==> src/rtl/mem_access_unit_pkg.sv <==
// Shared definitions for the memory access unit and the CPU control unit:
// FSM state encodings, default bus widths and a small sizing helper.
package mem_access_unit_pkg;

  // Default widths; AW must match memory_module's address width.
  localparam int AW_DEFAULT = 4;
  localparam int DW_DEFAULT = 8;

  // FSM state encodings, kept as plain 2-bit constants so older code
  // that compares raw state values keeps working.
  localparam logic [1:0] ST_IDLE  = 2'd0;
  localparam logic [1:0] ST_WRITE = 2'd1;
  localparam logic [1:0] ST_READ  = 2'd2;
  localparam logic [1:0] ST_RESP  = 2'd3;

  // Larger of two integers, used to size the strobe down-counter.
  function automatic int max_int(input int a, input int b);
    return (a > b) ? a : b;
  endfunction

endpackage

==> src/rtl/mem_access_unit.sv <==
// Memory access unit: bus master between the CPU control unit and
// memory_module. Takes one load/store at a time, holds the read or write
// strobe for a fixed number of cycles, captures load data and presents a
// response that is held until the CPU takes it.
//
// Handshake semantics (both channels): a transfer happens on a rising clk
// edge where valid and ready are both 1. The requester must hold valid and
// its payload stable until that edge; a valid seen while ready=0 is ignored.
// The response payload (resp_write, resp_rdata) is stable while resp_valid=1.
module mem_access_unit
  import mem_access_unit_pkg::*;
#(
  parameter int AW        = AW_DEFAULT,
  parameter int DW        = DW_DEFAULT,
  parameter int RD_LAT    = 2,
  parameter int WR_CYCLES = 1
) (
  input  logic          clk,
  input  logic          rst_n,
  input  logic          req_valid,
  output logic          req_ready,
  input  logic          req_write,
  input  logic [AW-1:0] req_addr,
  input  logic [DW-1:0] req_wdata,
  output logic          resp_valid,
  input  logic          resp_ready,
  output logic          resp_write,
  output logic [DW-1:0] resp_rdata,
  output logic [AW-1:0] mem_address,
  output logic          mem_read,
  output logic          mem_write,
  output logic [DW-1:0] mem_data_in,
  input  logic [DW-1:0] mem_data_out
);

  // Counter holds "strobe cycles remaining after this one", so it is loaded
  // with N-1 and the strobe drops on the edge where it reads zero.
  localparam int CW = $clog2(max_int(RD_LAT, WR_CYCLES) + 1);

  logic [1:0]    state;
  logic [CW-1:0] counter;

  // Single registered FSM: every output is a flop, no combinational paths
  // from inputs to outputs.
  always_ff @(posedge clk or negedge rst_n) begin
    if (!rst_n) begin
      state       <= ST_IDLE;
      counter     <= '0;
      req_ready   <= 1'b1;
      resp_valid  <= 1'b0;
      resp_write  <= 1'b0;
      resp_rdata  <= '0;
      mem_address <= '0;
      mem_read    <= 1'b0;
      mem_write   <= 1'b0;
      mem_data_in <= '0;
    end else begin
      case (state)
        ST_IDLE: begin
          if (req_valid) begin
            mem_address <= req_addr;
            resp_write  <= req_write;
            req_ready   <= 1'b0;
            if (req_write) begin
              mem_data_in <= req_wdata;
              mem_write   <= 1'b1;
              counter     <= CW'(WR_CYCLES - 1);
              state       <= ST_WRITE;
            end else begin
              mem_read <= 1'b1;
              counter  <= CW'(RD_LAT - 1);
              state    <= ST_READ;
            end
          end
        end
        ST_WRITE: begin
          if (counter == '0) begin
            mem_write  <= 1'b0;
            resp_valid <= 1'b1;
            state      <= ST_RESP;
          end else begin
            counter <= counter - CW'(1);
          end
        end
        ST_READ: begin
          if (counter == '0) begin
            resp_rdata <= mem_data_out;
            mem_read   <= 1'b0;
            resp_valid <= 1'b1;
            state      <= ST_RESP;
          end else begin
            counter <= counter - CW'(1);
          end
        end
        ST_RESP: begin
          if (resp_ready) begin
            resp_valid <= 1'b0;
            req_ready  <= 1'b1;
            state      <= ST_IDLE;
          end
        end
        default: begin
          state <= ST_IDLE;
        end
      endcase
    end
  end

endmodule

==> config.mk <==
export PLATFORM = sky130hd
export DESIGN_NAME = mem_access_unit
export DESIGN_NICKNAME = d
export VERILOG_FILES = /design/src/rtl/mem_access_unit_pkg.sv /design/src/rtl/mem_access_unit.sv
export SDC_FILE = /design/constraint.sdc
export NUM_CORES = 1
export LEC_CHECK = 0
export ABC_AREA = 1
export BUFFER_PORTS_ARGS = -buffer_cell sky130_fd_sc_hd__buf_2
export CAP_MARGIN = 10
export CORE_UTILIZATION = 49
export DETAILED_ROUTE_END_ITERATION = 8
export PLACE_DENSITY = 0.83
export SYNTH_ARGS = -nofsm -noshare
export SYNTH_HDL_FRONTEND = slang
export SYNTH_SLANG_ARGS = --single-unit
==> constraint.sdc <==
create_clock -name clk -period 1.4 [get_ports clk]
set_input_delay 0.07 -clock clk [delete_from_list [all_inputs] [get_ports clk]]
set_output_delay 0.07 -clock clk [all_outputs]
set_load 0.02 [all_outputs]
# After elaboration in Yosys (flattened, before gate mapping)
# Index checks and enable logic that the tools add are counted.
# word_totals
reg_bits,29
latch_bits,0
mem_bits_rw,0
romBits,0
inputBits,25
out_inout_bits,25
word_cells,61
mem_count,0
# classes
add_sub_neg,1
n_mul,0
div_mod_pow,0
order_cmp,0
eq_ne,11
shift,0
mux,22
bitwise,0
reduce_logical,17
# ops
cell,count
$reduce_and A3 Y1,5
$ne A2 B2 Y1 const B,7
$mux W2,6
$mux W1,10
$reduce_bool A2 Y1,5
$pmux W1 S2,4
$reduce_and A4 Y1,2
$pmux W2 S3,1
$eq A2 B2 Y1 const B,2
$logic_not A2 Y1,2
$pmux W2 S2,1
$reduce_and A2 Y1,2
$eq A2 B1 Y1 const B,1
$ne A2 B1 Y1 const B,1
$reduce_or A2 Y1,1
$sub A2 B1 Y2 const B,1

# Logic depth before layout (Yosys ltp)
# logic_depth
depth_word,4
ltp_mapped,8

# Worst setup path before layout
# OpenSTA, ideal clock, no wires.
# synth_timing
kind,register to register
from,reg state[0]
to,reg state[0]
setup_ns,0.116
arrival_time_ns,1.182
setup_slack_ns,0.102
stages_incl_launch_ff,8
path_buffers,0
period_less_slack_ns,1.298
cell_sequence,dfrtp_1 > inv_1 > ha_1 > nand2_1 > nand3_1 > clkinv_1 > nand2_1 > nand2_1
# synth_via
elab_chain_cells,4
elab_cells_between_ends,10
classes_between,eq/ne (6); mux (1); reduce/logical (3)
# synth_lines
element,line_no,text
from (decl),mem_access_unit.sv:40,logic [1:0] state;
from (signal assigned),mem_access_unit.sv:47,state <= ST_IDLE;
from (signal assigned),mem_access_unit.sv:68,state <= ST_WRITE;
from (signal assigned),mem_access_unit.sv:72,state <= ST_READ;
$eq A2 B2 Y1 / $eq A2 B1 Y1 (equally long branches),mem_access_unit.sv:58,case (state)
$reduce_or A2 Y1 (no line),-,
$ne A2 B1 Y1 (no line),-,
$reduce_and A3 Y1 (no line),-,
# Parallel ways exist; a longest one is shown, timed or not.
# A chain may end at the register's enable or synchronous reset.

# Worst setup path after layout
# Same ends and word-level chain as after synthesis.

==> results.toml <==
[power_and_ir_drop]
peakVddDrop_mv = 1.54
power.total_mw = 4.70
power.leakage_nw = 1.14
p_per_area_mw_per_mm2 = 2290

[min_path]
whs_path_depth = 5
worstHoldPathType = "in -> reg"

[layout]
fin_nets = 278
layout_commonest_cell = "nand2_1"
mostFrequentLayoutCells = "67 x nand2_1, 49 x buf_2, 28 x dfrtp_1"
final_area_mm2 = 0.00205
antenna_cells = 0
syn_to_final_growth_pct = 43.6
drive_above_1_share = 0.336
fin_util = 0.743

[worst_setup_path]
cp-start-kind = "register"
crit_path_end_kind = "register"
worstPathRequired_ns = 1.63
arrival_ns = 1.54
worstRegToRegCells = 7
path_max_fanout = 6
crit_type = "reg -> reg"

[synth]
netlist_instances = 167
synth-edff-count = 0
synth-seq-area-share = 0.509
syn_avg_cell_area_um2 = 8.55
ys_types = 20
syn_area_mm2 = 0.00143
yosysWarnings = 0
yosys_most_used_dff = "dfrtp_1"
synth.net_count = 199
yosys_register_bits = 29
async_flop_share = 1.00

[sta]
hold_viol_final = 0
fin_ws_ns = 0.0807
slew_violations = 0
tns_ns = 0
finalClockSkew_ns = 0.0101
worst_pin_slew_ns = 0.612
fin_crit_ns = 1.32
max_slew_margin = 0.592
min_period_over_period = 0.942
report.final.setup_viol = 0
fmax_mhz = 758

[route]
dr.first_iter.drc_count = 32
wl_met1_mm = 1.32
met2_length_mm = 1.63
top_layer = "met4"
dr_wl_met3_um = 164
vias = 1322
wl_mm = 3.18
ant_nets = 0
drc_errors = 0
firstDrtPassIters = 4
via_per_inst = 4.76
avgRoutedWirePerCell_um = 11.4

[floorplan]
dieArea_mm2 = 0.00313
core_area_mm2 = 0.00276
ios = 50
die_height_um = 56.0
rows = 19
die_w_um = 56.0
start_util = 0.518

[clock_tree]
post_cts_buffers = 0
clock_latency_ns = 0.33
cts_sinks = 29
numCtsBuffers = 5
clockBufferDepth = 2
clk_pin_slew_ns = 0.09
cts_root_buffer = "clkbuf_4"
cts_tree = "done"
ctsHtreeMaxLevel = 2

[global_routing]
first_global_vias = 1312
grt_util_all_layers = 0.214
grt-ovfl-total = 0
antenna_found_initial = 0
grt_max_degree = 30
grt_pass1_wl_mm = 5.18

[placement]
gp_congestion = 0.761
place_hpwl_mm = 2.04
preCtsSetupSlack_ns = 0.0718
portBuffers = 49
dpl-instance-area_mm2 = 0.00171

[job]
maxCapViolCount = 0

[run_status]
status = "finished, final reports clean"
-- through the flow --
stage / hold slack, ns / std cells
6_report: 0.0878 / 278
5_1_grt: 0.122 / 278
4_1_cts: 0.0688 / 277
3_5_place_dp: 0.120 / 248
3_3_place_gp: 0.119 / 248
2_1_floorplan: -0.226 / 167
-- layout make-up --
cell class                      count  area, µm²
Multi-Input combinational cell    112        623
Fill cell                         195        708
Sequential cell                    29        727
Timing Repair Buffer               74        485
Tap cell                           31       38.8
Clock buffer                        7       55.1
Clock inverter                      1       30.0
Inverter                           24       90.1
-- critical path, cell delays in order (launching register included) --
cell and delay [ns]:
dfrtp_1 0.38, inv_1 0.17, ha_4 0.22, inv_1 0.12, nand2_1 0.11, o21ai_1 0.08
nand2_1 0.08, nand2_1 0.05
-- power breakdown --
group          internal [mW]  switching, mW  total (mW)
clock network          0.426          0.281       0.707
registers               1.24          0.197        1.44
logic                  0.971           1.58        2.55
total                   2.64           2.06        4.70
-- path summary, 6_finish.rpt --
path | start | endpoint | slack [ns]
min in group asynchronous | rst_n | mem_write | 0.29
min | resp_ready | req_ready | 0.09
max reg2reg | state[0] | state[0] | 0.08
min reg2reg | mem_address[0] | mem_address[0] | 0.47
max in group asynchronous | rst_n | counter[0] | 0.70
max | state[0] | state[0] | 0.08
-- synth_stat cells, types with 2 or more instances --
cell type	count	area, µm²
buf_6	2	22.5
dfrtp_1	28	701
ha_1	7	87.6
inv_1	21	78.8
inv_2	2	7.51
nand2_1	67	251
nand2_2	5	31.3
nand3_1	9	45.0
nand3_2	2	20.0
nor2_1	2	7.51
o21ai_0	2	10.0
o21ai_1	5	25.0
o21ai_2	8	70.1
-- registers in the layout (all words and copies together) (netlist names) --
| register | flops |
|---|---|
| mem_address | 4 |
| mem_read | 1 |
| resp_valid | 1 |
| state | 2 |
| mem_write | 1 |
| resp_write | 1 |
| mem_data_in | 8 |
| counter | 2 |
| req_ready | 1 |
| resp_rdata | 8 |
-- repair_timing --
item,CTS,global route
resized for setup,0,4
setup endpoints to repair,0,13
hold endpoints to repair,48,0
hold buffers,21,0
-- routing by layer --
layer / vias up / GRT usage
met5: - / 0
met4: 0 / 0.101
met3: 7 / 0.0581
met2: 41 / 0.379
met1: 605 / 0.236
li1: 669 / -
-- logic make-up after synthesis --
kind of cell	after synthesis	synth area share
simple gates	88	0.270
flops	29	0.509
compound gates	16	0.0771
fa+ha+maj	7	0.0613
buf+inv	27	0.0824
No activity file was read; power rests on OpenSTA's default activity.
